--- src/rtl/seven_seg_scan_if.sv ---
// seven_seg_scan_if: display value/mask load bus and scan outputs of seven_seg_scan_ctrl
interface seven_seg_scan_if;
   logic [15:0] value;
   logic [3:0]  blank_mask;
   logic [3:0]  dp_mask;
   logic        load;
   logic [3:0]  hex_out;
   logic [3:0]  an;
   logic        dp_n;
   logic        load_ack;
   logic        frame_tick;
   modport master (output value, blank_mask, dp_mask, load, input hex_out, an, dp_n, load_ack, frame_tick);
   modport slave  (input value, blank_mask, dp_mask, load, output hex_out, an, dp_n, load_ack, frame_tick);
endinterface

--- src/rtl/seven_seg_scan_ctrl.sv ---
// seven_seg_scan_ctrl: 4-digit common-anode scan controller with ghost gap and frame-aligned commit.
// Define SEVEN_SEG_LZB_EN to compile in leading-zero blanking.
module seven_seg_scan_ctrl #(
   parameter int DIV   = 50000,
   parameter int GHOST = 500
) (
   input logic             clk,
   input logic             rst,
   seven_seg_scan_if.slave bus
);
   localparam int CW = $clog2(DIV);
   typedef enum logic {S_GHOST, S_DRIVE} slot_t;
   logic [CW-1:0] cnt;
   logic [1:0]    idx;
   logic          pend;
   logic [15:0]   pend_value, shown_value;
   logic [3:0]    pend_blank, pend_dp, shown_blank, shown_dp, lzb;
   slot_t         slot;
   logic          last, wrap, blanked;
   always_comb begin
      last = cnt == CW'(DIV - 1);
      wrap = last && (idx == 2'd3);
      slot = (cnt < CW'(GHOST)) ? S_GHOST : S_DRIVE;
      lzb  = '0;
`ifdef SEVEN_SEG_LZB_EN
      lzb[3] = shown_value[15:12] == 4'd0;
      lzb[2] = shown_value[15:8] == 8'd0;
      lzb[1] = shown_value[15:4] == 12'd0;
`endif
      blanked = shown_blank[idx] | lzb[idx];
   end
   always_ff @(posedge clk) begin
      if (rst) begin
         cnt            <= '0;
         idx            <= '0;
         pend           <= 1'b0;
         pend_value     <= '0;
         pend_blank     <= '0;
         pend_dp        <= '0;
         shown_value    <= '0;
         shown_blank    <= 4'hf;
         shown_dp       <= '0;
         bus.hex_out    <= '0;
         bus.an         <= 4'hf;
         bus.dp_n       <= 1'b1;
         bus.load_ack   <= 1'b0;
         bus.frame_tick <= 1'b0;
      end else begin
         cnt            <= last ? '0 : cnt + 1'b1;
         idx            <= last ? idx + 1'b1 : idx;
         bus.hex_out    <= shown_value[4*idx +: 4];
         bus.an         <= (slot == S_GHOST || blanked) ? 4'hf : ~(4'b0001 << idx);
         bus.dp_n       <= (slot == S_GHOST) || blanked || !shown_dp[idx];
         bus.frame_tick <= wrap;
         bus.load_ack   <= wrap && (pend || bus.load);
         // a load on the wrap cycle bypasses pending and commits at once
         if (wrap) begin
            pend <= 1'b0;
            if (bus.load) begin
               shown_value <= bus.value;
               shown_blank <= bus.blank_mask;
               shown_dp    <= bus.dp_mask;
            end else if (pend) begin
               shown_value <= pend_value;
               shown_blank <= pend_blank;
               shown_dp    <= pend_dp;
            end
         end else if (bus.load) begin
            pend       <= 1'b1;
            pend_value <= bus.value;
            pend_blank <= bus.blank_mask;
            pend_dp    <= bus.dp_mask;
         end
      end
   end
endmodule
--- src/flat_wrapper.sv ---
// flat-port wrapper written by rule: the top's interface ports become plain ports
module seven_seg_scan_ctrl_flat 
#(
   parameter int DIV   = 50000,
   parameter int GHOST = 500
)
  (clk, rst, bus_value, bus_blank_mask, bus_dp_mask, bus_load, bus_hex_out, bus_an, bus_dp_n, bus_load_ack, bus_frame_tick);
  seven_seg_scan_if bus_i ();
  input logic clk;
  input logic rst;
  input wire logic [$bits(bus_i.value)-1:0] bus_value;
  input wire logic [$bits(bus_i.blank_mask)-1:0] bus_blank_mask;
  input wire logic [$bits(bus_i.dp_mask)-1:0] bus_dp_mask;
  input wire logic [$bits(bus_i.load)-1:0] bus_load;
  output wire logic [$bits(bus_i.hex_out)-1:0] bus_hex_out;
  output wire logic [$bits(bus_i.an)-1:0] bus_an;
  output wire logic [$bits(bus_i.dp_n)-1:0] bus_dp_n;
  output wire logic [$bits(bus_i.load_ack)-1:0] bus_load_ack;
  output wire logic [$bits(bus_i.frame_tick)-1:0] bus_frame_tick;
  assign bus_i.value = bus_value;
  assign bus_i.blank_mask = bus_blank_mask;
  assign bus_i.dp_mask = bus_dp_mask;
  assign bus_i.load = bus_load;
  assign bus_hex_out = bus_i.hex_out;
  assign bus_an = bus_i.an;
  assign bus_dp_n = bus_i.dp_n;
  assign bus_load_ack = bus_i.load_ack;
  assign bus_frame_tick = bus_i.frame_tick;
  seven_seg_scan_ctrl #(.DIV(DIV), .GHOST(GHOST)) u_core (.clk(clk), .rst(rst), .bus(bus_i));
endmodule
--- config.mk ---
export PLATFORM = sky130hd
export DESIGN_NAME = seven_seg_scan_ctrl_flat
export DESIGN_NICKNAME = d
export VERILOG_FILES = /design/src/rtl/seven_seg_scan_if.sv /design/src/rtl/seven_seg_scan_ctrl.sv /design/src/flat_wrapper.sv
export SDC_FILE = /design/constraint.sdc
export NUM_CORES = 1
export LEC_CHECK = 0
export ABC_AREA = 1
export BUFFER_PORTS_ARGS = -buffer_cell sky130_fd_sc_hd__buf_2
export CAP_MARGIN = 20
export CORE_ASPECT_RATIO = 1.1
export CORE_MARGIN = 1
export CORE_UTILIZATION = 58
export CTS_CLUSTER_DIAMETER = 100
export DETAILED_ROUTE_END_ITERATION = 12
export PLACE_DENSITY = 0.82
export SLEW_MARGIN = 25
export SYNTH_ARGS = -nofsm -noshare
export SYNTH_HDL_FRONTEND = slang
export SYNTH_SLANG_ARGS = --single-unit
--- constraint.sdc ---
create_clock -name clk -period 1.8 [get_ports clk]
set_input_delay 0.09 -clock clk [delete_from_list [all_inputs] [get_ports clk]]
set_output_delay 0.09 -clock clk [all_outputs]
set_load 0.01 [all_outputs]
==> metrics.txt, run 1 <==
Crit path largest cell delay=0.36 ns; Die ar.=6690 um2; post-route DRC violation count=0; buffers added on ports=37; first-pass GRT wire length=13700 um; drt wl/cell=13.0 um; worst hold path class=input pin to flop; setup_tns=0 ns; post-synthesis mux area share=6.10%; pre-CTS setup slack=0.103 ns; most frequent cells in the layout=114 x nand2_1, 91 x nor2_1, 78 x dfxtp_1, 43 x a21oi_1, 39 x inv_1; simple-gate area share of the yosys netlist=32.3%; Critical Path End Type=flop; synthesized flop and latch total=78; Peak supply drop=0.444 mV; antenna violations before repair=0; Crit-path slowest cell=dfxtp_1; Die X=78.1 um; Seq/Total Area, Yosys=42.3%; H-tree depth=3; CP Capture Point=u_core.shown_dp[1]$_SDFFE_PP0P_; CTS tree=yes; Post-Syn Nets=531; Worst-path clk slew=0.08 ns; Routed Antenna Nets=0; setup violators final=0; mean post-synth cell area=7.40 um2; maxcap violations=0; die height=85.7 um; post-synthesis cell count=499; # diodes=0; Critical R2R Capture=u_core.shown_dp[1]$_SDFFE_PP0P_; Clk network pwr share=38.1%; CTS Root Cell=clkbuf_8; vias in the first global route=3151; DP HPWL=5380 um; NumNets Final=574; WS Path Type=flop to flop; CTS Buf Count=9; Psw=0.769 mW; initial DRC count=199; period utilisation layout=94.4%; Critical Path AT=1.99 ns; DR vias/cell=5.28; Max Clock Skew=0.00939 ns; cells on worst reg2reg path=8; Max Slew Vio Count=0; total leakage power=1.96 nW; commonest non-fill, non-tap cell in the layout=nand2_1; CP Data Required Time=2.09 ns; RSZ-0062 raised after global routing=true; Worst path most repeated cell=nand2_1; CP Launch Point=u_core.cnt[0]$_SDFF_PP0_; Cell Area, Synth=3690 um2; reg2reg start=u_core.cnt[0]$_SDFF_PP0_; cell row count=30; final worst setup slack=0.101 ns; Area Growth Syn to Fin=14.5%; Sinks on Clock Net=78; Switching Share=23.2%; routed via count=3308; Yosys Warn Count=0; adder-cell share of the synthesized area=1.69%; pin count of the biggest net entering global routing=43; Initial Utilization=60.0%; CP Cell Sequence=ha_1, nand3_2, nor2_4, buf_4, nand4_2, nand2_1, nand2_1, nor2_1; Final Wtd Congestion=0.811; sequential share of power=54.1%; crit path time final=1.70 ns; Max Clk Rate=589 MHz; flop2flop setup slack=0.10 ns; drt pass-1 iters=4; I/O pin cnt=38; Yosys cell types=30; core area=6160 um2; All-Layer GR Usage=26.0%; Compound-Gate Fraction of Synth Area=8.20%; combinational power share=7.8%; clk_lat worst skew=0.35 ns; Final Hold Fails=0; PwrDens=783 nW/um2; layout cells sized above 1=17.6%; Worst Setup Start Kind=flop; CP max FO=12; Overflow after GRT=0; WL final=8120 um; relative slew slack=68.6%; main combinational cell family by area after synthesis=simple AND/OR/NAND/NOR gates; status=finished, final reports clean; Slew @ Worst Pin=0.469 ns; xor and xnor area share after synthesis=1.42%; clock tree buffer depth=2; P_int=2.54 mW
==> power by group through the flow <==
stage,clock [mW],combinational (mW),sequential [mW]
CTS,1.27,0.257,1.79
detailed placement,0,0.248,1.83
global placement,0,0.240,1.83
floorplan,0,0.174,1.82
global route,1.35,0.288,1.80
finish,1.26,0.259,1.79
==> worst min path at each step <==
stage | from | cells past startpoint | endpoint
5_1_grt | bus_value[8] | 4 | u_core.pend_value[8]$_SDFFE_PP0P_
6_report | bus_dp_mask[1] | 4 | u_core.pend_dp[1]$_SDFFE_PP0P_
4_1_cts | bus_blank_mask[2] | 3 | u_core.pend_blank[2]$_SDFFE_PP0P_
2_1_floorplan | rst | 1 | u_core.bus.hex_out[0]$_SDFF_PP0_
3_5_place_dp | bus_blank_mask[3] | 3 | u_core.pend_blank[3]$_SDFFE_PP0P_
3_3_place_gp | bus_blank_mask[0] | 3 | u_core.pend_blank[0]$_SDFFE_PP0P_
==> Yosys cell counts <==
cell type	n	area, um2
nor3_1	5	25.0
nand2_2	2	12.5
nand2_1	114	428
a21oi_1	43	215
nand3b_1	21	158
nand3_2	1	10.0
nand4_4	1	21.3
dfxtp_1	78	1560
buf_6	4	45.0
ha_1	5	62.6
or2_2	1	6.26
o211ai_1	1	7.51
inv_1	39	146
nand3_4	1	17.5
mux2_2	20	225
buf_2	13	65.1
or2_0	1	6.26
xnor2_1	1	8.76
clkinv_2	1	5.00
nor2_4	2	22.5
and3_1	1	6.26
nand3_1	12	60.1
clkinv_1	1	3.75
o21ai_0	16	80.1
clkbuf_1	6	22.5
nor2_1	91	342
buf_1	2	7.51
xor2_1	5	43.8
nor3_2	2	20.0
nand4_1	9	56.3
==> through the flow <==
stage / std cells / util, % / hold WS, ns / cell area [um2] / total power, mW
2_1_floorplan: 499 / - / 0.159 / 3690 / 2.00
5_1_grt: 626 / 68.7 / 0.0747 / 4230 / 3.44
4_1_cts: 620 / 67.8 / 0.00370 / 4180 / 3.31
3_5_place_dp: 601 / 64.1 / 0.340 / 3950 / 2.08
6_report: 626 / 68.7 / 0.0624 / 4230 / 3.31
3_3_place_gp: 601 / 64.1 / 0.327 / 3950 / 2.07
==> registers in the layout, indices dropped and copies added (netlist names), 2 cells and up <==
signal / cells
u_core.bus.an: 4
u_core.bus.hex_out: 4
u_core.shown_blank: 4
u_core.pend_value: 16
u_core.pend_blank: 4
u_core.shown_value: 16
u_core.shown_dp: 4
u_core.cnt: 16
u_core.pend_dp: 4
u_core.idx: 2
==> worst max-delay path, delay by kind of cell, from the launching register on <==
family | cells | cell delay [ns]
buf+inv | 1 | 0.14
flops | 1 | 0.36
fa+ha+maj | 1 | 0.21
simple gates | 6 | 0.93
==> layer usage <==
layer | wire length [um] | vias up | GRT usage (%)
li1 | - | 1675 | -
met1 | 3500 | 1523 | 29.3
met2 | 4060 | 81 | 46.2
met3 | 276 | 29 | 4.68
met4 | 287 | 0 | 14.5
met5 | 0 | - | 0
==> cells by family after synthesis <==
group,after synthesis
flops,78
simple gates,264
fa+ha+maj,5
mux,20
compound gates,60
buf+inv,66
xor+xnor,6
==> final cells by class <==
| type | instances | area [um2] |
|---|---|---|
| multi-input combinational | 356 | 1850 |
| fill | 510 | 1930 |
| sequential | 78 | 1560 |
| clock buffer | 15 | 186 |
| inverter | 41 | 155 |
| timing repair buffer | 56 | 378 |
| tap | 80 | 100 |
==> what timing repair did <==
item / in CTS / in global routing
endpoints found under the hold margin: 8 / 1
endpoints found under the setup margin: 0 / 27
hold buffers: 4 / 1
gates resized for setup: 0 / 0
setup buffers: 0 / 4
Note: power is estimated with default switching activity, not from simulation.
==> run 2, diff against run 1 <==
--- a/config.mk
+++ b/config.mk
@@ -10,11 +10,11 @@
 export CAP_MARGIN = 20
 export CORE_ASPECT_RATIO = 1.1
 export CORE_MARGIN = 1
-export CORE_UTILIZATION = 58
+export CORE_UTILIZATION = 55
 export CTS_CLUSTER_DIAMETER = 100
 export DETAILED_ROUTE_END_ITERATION = 12
-export PLACE_DENSITY = 0.82
-export SLEW_MARGIN = 25
+export PLACE_DENSITY = 0.78
+export SLEW_MARGIN = 10
 export SYNTH_ARGS = -nofsm -noshare
 export SYNTH_HDL_FRONTEND = slang
 export SYNTH_SLANG_ARGS = --single-unit
==> run 2 against run 1 <==
  * Routed wire length is 6.2% lower
  * Power is 5.5% lower
  * Via count is 4.4% lower
  * Utilization is 3.0 points lower
  * Combinational power is 4% lower
  * Count of clock-buffer cells in the layout is 2 lower
  * Largest cell class unchanged
  * Critical path depth is 1 lower
  * Non-clock buffer count is 5 lower
  * Maximum frequency is 0.20% higher
  * Global-route usage is 3.3 points lower
  * Sequential power hardly changed
  * Clock skew is 0.0027 ns higher
==> metrics.txt, run 2 (synthesized netlist as in run 1, its figures left out) <==
status=finished, final reports clean; CP Data Required Time=2.09 ns (about the same); CTS tree=yes; Worst path most repeated cell=nand2_1; Final Cell Area=4140 um2 (-2.1%); routed via count=3162 (-4.4%); crit path time final=1.70 ns (-0.00337 ns); final worst setup slack=0.105 ns (+0.00337 ns); DP HPWL=5060 um (-6.0%); WS Path Type=flop to flop; CP max FO=12 (unchanged); final hold slack=0.0642 ns (+0.00182 ns); # diodes=0 (unchanged); pin count of the biggest net entering global routing=47 (+9.3%); Die X=80.1 um (+2.6%); relative slew slack=68.2% (-0.39 points); Max Slew Vio Count=0 (unchanged); die height=87.9 um (+2.6%); biggest regs=u_core.cnt: 16 flops, u_core.pend_value: 16 flops, u_core.shown_value: 16 flops; Hold Crit Start=bus_dp_mask[2]; first-pass GRT wire length=12400 um (-9.5%); Hold EP=u_core.pend_dp[2]$_SDFFE_PP0P_; initial DRC count=216 (+8.5%); cells on worst reg2reg path=7 (-1); Tot Pwr=3.13 mW (-5.5%); buffers added on ports=37 (unchanged); Final Hold Fails=0 (unchanged); setup_tns=0 ns (unchanged); Worst-path clk slew=0.08 ns (about the same); post-CTS sizing=0 (unchanged); DR vias/cell=5.09 (-3.6%); setup violators final=0 (unchanged); clk_lat worst skew=0.35 ns (about the same); Peak supply drop=0.423 mV (-4.8%); fill cell count=559 (+9.6%); clock tree buffer depth=2 (unchanged); cell row count=30 (unchanged); Area Growth Syn to Fin=12.2%; Sinks on Clock Net=78 (unchanged); NumNets Final=569 (-0.87%); Worst Setup Start Kind=flop; Overflow after GRT=0 (unchanged); CP Cell Sequence=ha_1, nand3_2, nor2_4, nand4_2, nand2_1, nand2_1, nor2_1; reg2reg start=u_core.cnt[0]$_SDFF_PP0_; drt wl/cell=12.3 um (-5.5%); layout cells sized above 1=16.5% (-1.1 points); Critical Path End Type=flop; total leakage power=1.91 nW (-2.5%); drt pass-1 iters=4 (unchanged); Slew @ Worst Pin=0.475 ns (+0.00588 ns); Crit-path slowest cell=dfxtp_1; PwrDens=755 nW/um2 (-3.5%); Critical R2R Capture=u_core.shown_value[14]$_SDFFE_PP0P_; vias in the first global route=2817 (-11%); postcts setup bufs=0 (unchanged); core area=6310 um2 (+2.4%); Max Clk Rate=590 MHz (+0.20%); Placed Cells=600 (-0.17%); Die ar.=7040 um2 (+5.3%); maxcap violations=0 (unchanged); most frequent cells in the layout=114 x nand2_1, 91 x nor2_1, 78 x dfxtp_1, 43 x a21oi_1, 39 x inv_1; Routed Antenna Nets=0 (unchanged); Critical Path AT=1.98 ns (about the same); hold path depth=4 (unchanged); post-layout util=65.7% (-3.0 points); post-route DRC violation count=0 (unchanged); Initial Utilization=58.5% (-1.4 points); worst hold path class=input pin to flop; flop2flop setup slack=0.10 ns (about the same); WL final=7620 um (-6.2%); pre-CTS setup slack=0.0883 ns (-0.0146 ns); Post-Layout Cell Count=621 (-0.80%); commonest non-fill, non-tap cell in the layout=nand2_1; Crit path largest cell delay=0.36 ns (about the same); CTS Buf Count=9 (unchanged); period utilisation layout=94.2% (-0.19 points); antenna violations before repair=0 (unchanged); RSZ-0062 raised after global routing=false; CTS Root Cell=clkbuf_8; I/O pin cnt=38 (unchanged); Post-DP Area=3930 um2 (-0.51%); H-tree depth=3 (unchanged); Max Clock Skew=0.0121 ns (+0.00268 ns); Final Wtd Congestion=0.817 (+0.78%); All-Layer GR Usage=22.7% (-3.3 points)
-- run 2: cell types whose count changed in the layout (fill, tap and decap cells not counted) --
cell	change
buf_4	-4
clkbuf_8	-4
clkbuf_1	+2
clkinv_2	+2
buf_12	-1
-- run 2: worst max-delay path: cells and delay by family (launching register included) --
family	cells	cell delay (ns)
fa+ha+maj	1	0.21
simple gates	6	1.07
flops	1	0.36
-- run 2: how the worst max path moves through the flow --
stage / to / depth (start not counted) / start
2_1_floorplan: u_core.pend_value[10]$_SDFFE_PP0P_ / 7 / u_core.cnt[0]$_SDFF_PP0_
3_3_place_gp: u_core.shown_blank[3]$_SDFFE_PP1P_ / 7 / u_core.cnt[0]$_SDFF_PP0_
3_5_place_dp: u_core.shown_blank[1]$_SDFFE_PP1P_ / 7 / u_core.cnt[0]$_SDFF_PP0_
4_1_cts: u_core.shown_blank[1]$_SDFFE_PP1P_ / 7 / u_core.cnt[0]$_SDFF_PP0_
5_1_grt: u_core.shown_value[15]$_SDFFE_PP0P_ / 7 / u_core.cnt[0]$_SDFF_PP0_
6_report: u_core.shown_value[14]$_SDFFE_PP0P_ / 7 / u_core.cnt[0]$_SDFF_PP0_
-- run 2: repair_timing --
| item | in CTS | in global routing |
|---|---|---|
| hold buffers | 5 | 0 |
| setup endpoints to repair | 0 | 6 |
| endpoints found under the hold margin | 5 | 0 |
-- run 2: per-layer routing --
layer | routed length [um] | vias to the layer above | part of all wire, % | global-route usage [%]
li1 | - | 1672 | - | -
met1 | 3530 | 1416 | 46 | 28.1
met2 | 3710 | 62 | 49 | 38.5
met3 | 266 | 12 | 3.5 | 5.00
met4 | 108 | 0 | 1.4 | 8.93
met5 | 0 | - | 0 | 0
-- run 2: power breakdown --
part	leakage (nW)	internal, mW	switching (mW)
registers	0.636	1.77	0.0212
logic	1.19	0.120	0.128
clock network	0.0773	0.492	0.597
-- run 2: area by class of cell --
class                   count  area [um2]  share of cell area [%]
repair buffers             51         328                    7.92
flip-flops and latches     78        1560                    37.7
inverters                  41         155                    3.75
clock buffers              13         139                    3.35
clock inverters             2        10.0                   0.242
multi-input cells         356        1850                    44.6
well taps                  80         100                    2.42
